`src/rtl/vga_pkg.sv`:
```
// ============================================================================
// Module  : vga_pkg
// Purpose : Default 640x480@60 timing constants and the coordinate type.
// Revision: 1.0 - initial release
// ============================================================================
`default_nettype none

package vga_pkg;

  localparam int H_ACTIVE = 640;
  localparam int H_FRONT  = 16;
  localparam int H_SYNC   = 96;
  localparam int H_BACK   = 48;
  localparam int V_ACTIVE = 480;
  localparam int V_FRONT  = 10;
  localparam int V_SYNC   = 2;
  localparam int V_BACK   = 33;

  localparam int H_TOTAL  = H_ACTIVE + H_FRONT + H_SYNC + H_BACK;
  localparam int V_TOTAL  = V_ACTIVE + V_FRONT + V_SYNC + V_BACK;

  typedef logic [9:0] coord_t;

endpackage

`default_nettype wire

```
`src/rtl/pix_tick_gen.sv`:
```
// ============================================================================
// Module  : pix_tick_gen
// Purpose : CLK_DIV prescaler; registered one-clk pix_tick per pixel period.
// Revision: 1.0 - initial release
// ============================================================================
`default_nettype none

module pix_tick_gen #(
  parameter int CLK_DIV = 2
) (
  input  logic clk,
  input  logic reset_n,
  output logic pix_tick
);

  logic r_tick;

  generate
    if (CLK_DIV == 1) begin : g_div1
      // Every clk is a pixel clk; only the reset cycle is tick-free.
      always_ff @(posedge clk or negedge reset_n) begin
        if (!reset_n) r_tick <= 1'b0;
        else          r_tick <= 1'b1;
      end
    end else begin : g_divn
      localparam int c_W = $clog2(CLK_DIV);
      localparam logic [c_W-1:0] c_LAST = c_W'(CLK_DIV - 1);

      logic [c_W-1:0] r_cnt;
      logic [c_W-1:0] w_cnt_nxt;

      always_comb begin
        w_cnt_nxt = r_cnt + c_W'(1);
        if (r_cnt == c_LAST) w_cnt_nxt = '0;
      end

      // Tick is decoded from the next count so it aligns with r_cnt == c_LAST.
      always_ff @(posedge clk or negedge reset_n) begin
        if (!reset_n) begin
          r_cnt  <= '0;
          r_tick <= 1'b0;
        end else begin
          r_cnt  <= w_cnt_nxt;
          r_tick <= (w_cnt_nxt == c_LAST);
        end
      end
    end
  endgenerate

  assign pix_tick = r_tick;

endmodule

`default_nettype wire

```
`src/rtl/vga_timer.sv`:
```
// ============================================================================
// Module  : vga_timer
// Purpose : VGA x/y counters with registered sync and active-video decode.
//           Option VGA_TIMER_SYNC_DELAY_EN delays sync/blank by one clk.
// Revision: 1.0 - initial release
// ============================================================================
`default_nettype none

module vga_timer
  import vga_pkg::*;
#(
  parameter int   H_ACTIVE    = vga_pkg::H_ACTIVE,
  parameter int   H_FRONT     = vga_pkg::H_FRONT,
  parameter int   H_SYNC      = vga_pkg::H_SYNC,
  parameter int   H_BACK      = vga_pkg::H_BACK,
  parameter int   V_ACTIVE    = vga_pkg::V_ACTIVE,
  parameter int   V_FRONT     = vga_pkg::V_FRONT,
  parameter int   V_SYNC      = vga_pkg::V_SYNC,
  parameter int   V_BACK      = vga_pkg::V_BACK,
  parameter int   CLK_DIV     = 2,
  parameter logic SYNC_ACTIVE = 1'b0
) (
  input  logic   clk,
  input  logic   reset_n,
  output logic   pix_tick,
  output coord_t x,
  output coord_t y,
  output logic   activevideo,
  output logic   hsync,
  output logic   vsync,
  output logic   frame_start
);

  localparam int c_H_TOTAL = H_ACTIVE + H_FRONT + H_SYNC + H_BACK;
  localparam int c_V_TOTAL = V_ACTIVE + V_FRONT + V_SYNC + V_BACK;
  localparam int c_HW      = $clog2(c_H_TOTAL);
  localparam int c_VW      = $clog2(c_V_TOTAL);

  localparam logic [c_HW-1:0] c_H_LAST = c_HW'(c_H_TOTAL - 1);
  localparam logic [c_VW-1:0] c_V_LAST = c_VW'(c_V_TOTAL - 1);

  // Decode bounds carry one spare bit so an end bound equal to the total fits.
  localparam logic [c_HW:0] c_H_ACT  = (c_HW+1)'(H_ACTIVE);
  localparam logic [c_HW:0] c_HS_BEG = (c_HW+1)'(H_ACTIVE + H_FRONT);
  localparam logic [c_HW:0] c_HS_END = (c_HW+1)'(H_ACTIVE + H_FRONT + H_SYNC);
  localparam logic [c_VW:0] c_V_ACT  = (c_VW+1)'(V_ACTIVE);
  localparam logic [c_VW:0] c_VS_BEG = (c_VW+1)'(V_ACTIVE + V_FRONT);
  localparam logic [c_VW:0] c_VS_END = (c_VW+1)'(V_ACTIVE + V_FRONT + V_SYNC);

  logic            w_tick;
  logic [c_HW-1:0] r_x, w_x_nxt;
  logic [c_VW-1:0] r_y, w_y_nxt;
  logic            w_wrap;
  logic            w_hs_on, w_vs_on, w_act;
  logic            r_hs, r_vs, r_act, r_fs;

  pix_tick_gen #(
    .CLK_DIV (CLK_DIV)
  ) u_pix_tick_gen (
    .clk      (clk),
    .reset_n  (reset_n),
    .pix_tick (w_tick)
  );

  always_comb begin
    w_x_nxt = r_x;
    w_y_nxt = r_y;
    w_wrap  = 1'b0;
    if (w_tick) begin
      if (r_x == c_H_LAST) begin
        w_x_nxt = '0;
        if (r_y == c_V_LAST) begin
          w_y_nxt = '0;
          w_wrap  = 1'b1;
        end else begin
          w_y_nxt = r_y + c_VW'(1);
        end
      end else begin
        w_x_nxt = r_x + c_HW'(1);
      end
    end
  end

  // Decode from next-state counters so registered outputs match the new x/y.
  always_comb begin
    w_hs_on = ({1'b0, w_x_nxt} >= c_HS_BEG) && ({1'b0, w_x_nxt} < c_HS_END);
    w_vs_on = ({1'b0, w_y_nxt} >= c_VS_BEG) && ({1'b0, w_y_nxt} < c_VS_END);
    w_act   = ({1'b0, w_x_nxt} < c_H_ACT)   && ({1'b0, w_y_nxt} < c_V_ACT);
  end

  always_ff @(posedge clk or negedge reset_n) begin
    if (!reset_n) begin
      r_x   <= '0;
      r_y   <= '0;
      r_hs  <= ~SYNC_ACTIVE;
      r_vs  <= ~SYNC_ACTIVE;
      r_act <= 1'b1;
      r_fs  <= 1'b0;
    end else begin
      r_x   <= w_x_nxt;
      r_y   <= w_y_nxt;
      r_hs  <= w_hs_on ? SYNC_ACTIVE : ~SYNC_ACTIVE;
      r_vs  <= w_vs_on ? SYNC_ACTIVE : ~SYNC_ACTIVE;
      r_act <= w_act;
      r_fs  <= w_wrap;
    end
  end

  assign pix_tick    = w_tick;
  assign x           = coord_t'(r_x);
  assign y           = coord_t'(r_y);
  assign frame_start = r_fs;

`ifdef VGA_TIMER_SYNC_DELAY_EN
  // Lags sync/blank by one clk to match the bitmap memory read latency.
  logic r_hs_d, r_vs_d, r_act_d;

  always_ff @(posedge clk or negedge reset_n) begin
    if (!reset_n) begin
      r_hs_d  <= ~SYNC_ACTIVE;
      r_vs_d  <= ~SYNC_ACTIVE;
      r_act_d <= 1'b1;
    end else begin
      r_hs_d  <= r_hs;
      r_vs_d  <= r_vs;
      r_act_d <= r_act;
    end
  end

  assign hsync       = r_hs_d;
  assign vsync       = r_vs_d;
  assign activevideo = r_act_d;
`else
  assign hsync       = r_hs;
  assign vsync       = r_vs;
  assign activevideo = r_act;
`endif

endmodule

`default_nettype wire

```
`config.mk`:
```
export PLATFORM = sky130hd
export DESIGN_NAME = vga_timer
export DESIGN_NICKNAME = d
export VERILOG_FILES = /design/src/rtl/vga_pkg.sv /design/src/rtl/pix_tick_gen.sv /design/src/rtl/vga_timer.sv
export SDC_FILE = /design/constraint.sdc
export NUM_CORES = 1
export LEC_CHECK = 0
export CAP_MARGIN = 20
export CORE_MARGIN = 5
export CORE_UTILIZATION = 35
export CTS_CLUSTER_DIAMETER = 40
export DETAILED_ROUTE_END_ITERATION = 8
export PLACE_DENSITY_LB_ADDON = 0.15
export SETUP_SLACK_MARGIN = 0.15
export SLEW_MARGIN = 20
export SYNTH_ARGS = -nofsm -noshare
export SYNTH_HDL_FRONTEND = slang
export SYNTH_SLANG_ARGS = --single-unit
```
`constraint.sdc`:
```
create_clock -name clk -period 2.6 [get_ports clk]
set_clock_uncertainty 0.2 [all_clocks]
set_input_delay 0.52 -clock clk [delete_from_list [all_inputs] [get_ports clk]]
set_output_delay 0.52 -clock clk [all_outputs]
set_load 0.02 [all_outputs]
```
Word level (Yosys, flattened, before mapping)
Index checks and enable logic that the tools add are counted.

Reductions and logical operators: 3. Equal/unequal tests: 2. Muxes and demuxes: 11. $add $sub $neg: 3. $lt $le $gt $ge: 6.

Operator list (number): $mux W10 (5); $add A10 B1 Y10 const B (2); $eq A10 B10 Y1 const B (2); $lt A10 B10 Y1 const B (2); $lt A10 B9 Y1 const B (2); $ge A10 B10 Y1 const B (1); $ge A10 B9 Y1 const B (1); $mux W1 (6); $logic_and A1 B1 Y1 (3); $add A1 B1 Y1 const B (1).

Output and inout bits: 25. Register bits after elaboration: 25. Logic and storage cells: 32. Input bits: 2.

Depth between registers and ports, before layout
Depth after elaboration: 7. Gate-level depth with buffers: 7. Gate-level depth less buffers: 6.

Modules after synthesis
Synthesis repeated with hierarchy kept, for this count alone.

Cell total of the unflattened synthesis: 124. Area total of the unflattened synthesis: 1281.2 µm².

Modules (own cells, without submodules): vga_timer (area an instance 1252.5 µm², cells an instance 122, instances 1, sequential area each 604.3 µm²); pix_tick_gen (area an instance 28.8 µm², cells an instance 2, instances 1, sequential area each 25.0 µm²).

Least setup slack after synthesis
No wires, ideal clock.

Path kind: register -> register. From: register r_x[0] (netlist: x[0]). To: register r_vs (netlist: vsync). Setup time: 90 ps. Data arrival time: 2385 ps. Period minus slack after synthesis: 2674 ps. Data required time: 2310 ps. Setup slack: -74 ps. Path buffers: 1. Stages on the path, launching flop included: 8. Cells stage by stage: dfrtp_1 -> ha_1 -> or4b_4 -> or4_1 -> buf_2 -> or4_1 -> o211ai_1 -> nand4bb_1.

Word-level cells in the longest chain between the ends: 6. Elaborated cells on any way between the ends: 7. Classes of those cells: 2 x order compare; 1 x eq/ne; 3 x mux; 1 x reduce/logical.

RTL lines: from (decl) (line vga_timer.sv:51) `logic [c_HW-1:0] r_x, w_x_nxt;`; from (signal assigned) (line vga_timer.sv:100) `r_x <= w_x_nxt;`; $eq A10 B10 Y1 * (line vga_timer.sv:70) `if (r_x == c_H_LAST) begin`; $mux W10 * (line vga_timer.sv:70); $mux W10 * (line vga_timer.sv:69) `if (w_tick) begin`; $ge A10 B9 Y1 or $lt A10 B9 Y1 (tied branches) (line vga_timer.sv:87) `w_vs_on = ({1'b0, w_y_nxt} >= c_VS_BEG) && ({1'b0, w_y_nxt} < c_VS_END);`; $logic_and A1 B1 Y1 * (line vga_timer.sv:87); $mux W1 * (line vga_timer.sv:103) `r_vs <= w_vs_on ? SYNC_ACTIVE : ~SYNC_ACTIVE;`; to (signal assigned) (line vga_timer.sv:96) `r_vs <= ~SYNC_ACTIVE;`; to (signal assigned) (line vga_timer.sv:103); to (decl) (line vga_timer.sv:55) `logic r_hs, r_vs, r_act, r_fs;`.

Mark *: on every way between the ends. The rest lies on a longest branch, timed or not.

Worst setup path in the final report
Same ends and word-level chain as after synthesis.

==> reports/qor.txt <==
Sink Count: 25
Post-synthesis compound-gate area fraction: 12.65%
Full die area: 5249 µm²
Register area: 631.9 µm²
Max Freq: 0.4056 GHz
Worst rel slew slack: 73.51%
Critical Path AT: 2.46 ns
Core area: 3716 µm²
Pleak: 0.0006920 µW
Setup violations, final: 0
RSZ-0062 raised after global routing: true
Required @ worst endpoint: 2.59 ns
Post-synth cell types: 43
Fin util: 48.62%
Number of global-route vias before repair: 1,165
Kind of critical path: reg -> reg
Row count: 22
Initial antenna violation count: 0
Final Hold Fails: 0
HP Class: reg -> reg
Tot GR Track Use: 13.30%
Mux cell area share after synthesis: 0.8249%
Cts bufs inserted: 3
Routed vias: 1,208
Max rail drop VDD: 172.6 µV
Fin crit period: 2.465 ns
Total Nets Final: 182
Max_cap viols: 0
Initial DRC count: 59
First-pass GRT wire length: 5554 µm
YS warnings: 0
Startpoint Class: register
Final cell count without fillers: 224
Initial Utilization: 36.73%
Post-DRT Antenna Nets: 0
Area grow syn2layout: 32.36%
CP Capture Type: register
Post-Synth XOR/XNOR Area: 7.058%
Detailed-router iteration count before antenna repair: 4
Area of the multi-input gates: 715.7 µm²
# diodes: 0
Post-synth top flop: dfrtp_1
Clock slew at reported path FFs: 0.09 ns
Placed Cells: 218
DIE WIDTH: 72.45 µm
DRC viols: 0
GRT overflow: 0
DP HPWL: 2464 µm
Clk_lat worst skew: 0.27 ns
Routed WL: 3315 µm
Share of the yosys chip area belonging to registers: 46.10%
Post-synth EDFFs: 0
H-tree depth: 1
PD cells: 350.6 nW/µm²
Status: complete, no violations
Adder-Cell Fraction of Synth Area: 2.750%
Pins Over Slew Limit: 0
Gate Count Post-Synth: 142
Detailed-route wire length per cell: 14.80 µm
Share of layout cells above drive strength 1: 14.20%
IO buf count: 26
Largest family of logic cells by synthesized area: simple AND/OR/NAND/NOR gates
IO Count: 27
Clock Tree Buf Depth: 2
Hold_buf cts: 0
Syn avg cell area: 9.613 µm²
Fillers: 366
Die Span Y: 72.45 µm
Clk root buf: clkbuf_8
Final period util: 94.82%
Largest net degree at the start of global routing: 26
CTS tree: yes
Crit-path max FO: 4
Final GP Congestion: 0.8468
Cell area after synthesis: 1365 µm²
Ys async rst share: 100.0%
Via/cell ratio: 5.393
Worst Max-Slew Pin Slew: 0.3943 ns
Post-synth net total: 147
Setup_tns: 0 ns
Post-synthesis simple-gate area fraction: 27.22%
Yosys reg bits: 25
-- cell families after synthesis --
| group | count (synthesis) |
|---|---|
| muxes | 1 |
| and+or+nand+nor | 64 |
| DFF | 25 |
| xor gates and xnor gates | 11 |
| buffers and inverters | 12 |
| AOI/OAI and AO/OA | 26 |
| adders and majority gates | 3 |
-- placed cells by master, fill, tap and decap left out, drive strengths merged, types with 3 or more instances in the layout --
master         synthesis  final
nand3                 10     10
or3                    3      3
buf                    1      9
dfrtp                 22     22
a21oi                  5      5
nand4                  7      7
nor2                   8      8
ha                     3      3
nand2                 13     13
xnor2                  8      8
and2                   4      4
o21ai                  6      6
clkdlybuf4s50          0     26
clkbuf                 4      4
o31ai                  3      3
xor2                   3      3
inv                    7      7
and3                   3      3
nor3                   3      3
dfstp                  3      3
-- per-layer routing --
layer | global-route usage (%) | part of all wire (%) | vias to the layer above
met1 | 18.07 | 47 | 590
met5 | 0 | 0 | -
met4 | 5.533 | 1.4 | 0
met2 | 20.83 | 47 | 20
li1 | - | - | 594
met3 | 2.355 | 4.5 | 4
-- area by class of cell --
| class | count | area share, % |
|---|---|---|
| Sequential cell | 25 | 34.97 |
| Inverter | 7 | 1.454 |
| Multi-Input combinational cell | 105 | 39.61 |
| Tap cell | 48 | 3.324 |
| Timing Repair Buffer | 35 | 18.14 |
| Clock buffer | 4 | 2.493 |
-- registers in the layout, indices dropped and copies added, names as in the netlist --
signal and flops:
y 10, x 10, activevideo 1, frame_start 1, vsync 1, hsync 1
u_pix_tick_gen.pix_tick 1
-- synthesized netlist by cell type (all sizes together) (2+ instances only) --
library cell   n  share of area (%)
o31ai          3                1.6
or3            3                1.4
inv            7                1.9
o2bb2ai        2                1.3
dfstp          3                5.8
a31oi          2               0.92
nor2           8                2.2
dfrtp         22                 40
o21ai          6                2.2
nand3         10                3.7
xor2           3                1.9
clkbuf         4                1.1
xnor2          8                5.1
ha             3                2.8
nor4           2                1.4
and3           3                1.4
a21oi          5                1.8
nand4          7                3.2
and2           4                1.8
nor3           3                1.1
o2111ai        2                1.3
nand2         13                3.6
or4            2                1.1
-- where the power goes --
part           switching (µW)  internal, µW  total [µW]
logic                    7.53          2.30        9.84
registers                   0           389         389
clock network             125           110         235
-- what timing repair did --
item / in CTS / in global routing
pin swaps: 0 / 1
endpoints found under the setup margin: 2 / 2
buffers inserted: 2 / 0
cloned: 0 / 0
endpoints found under the hold margin: 0 / 0
resized for setup: 2 / 1
-- path summary, 6_finish.rpt --
check                      slack, ns  cells after the start                       to                     from
max                             0.13                      6                    vsync                     x[0]
min                             0.29                      1  u_pix_tick_gen.pix_tick  u_pix_tick_gen.pix_tick
max reg2reg                     0.13                      6                    vsync                     x[0]
min reg2reg                     0.29                      1  u_pix_tick_gen.pix_tick  u_pix_tick_gen.pix_tick
max in group asynchronous       1.50                      2                    vsync                  reset_n
min in group asynchronous       0.41                      2                     x[7]                  reset_n
-- stage by stage --
step	hold slack, ns	total power [µW]	instance area [µm²]	setup slack (ns)
6_report	0.2923	633.4	1807	0.1346
3_5_place_dp	0.2658	406.9	1733	0.08071
5_1_grt	0.3058	658.2	1807	0.03788
3_3_place_gp	0.2598	406.7	1733	0.09714
4_1_cts	0.2898	642.5	1803	0.1406
2_1_floorplan	0.02441	396.3	1380	0.03225
-- critical path, cell delays in order (launching register included) --
cell	delay, ns
dfrtp_2	0.40
ha_4	0.14
or4b_4	0.49
or4_4	0.45
or4_4	0.48
o211ai_1	0.10
nand4bb_1	0.12
No activity file was read; power rests on OpenSTA's default activity.
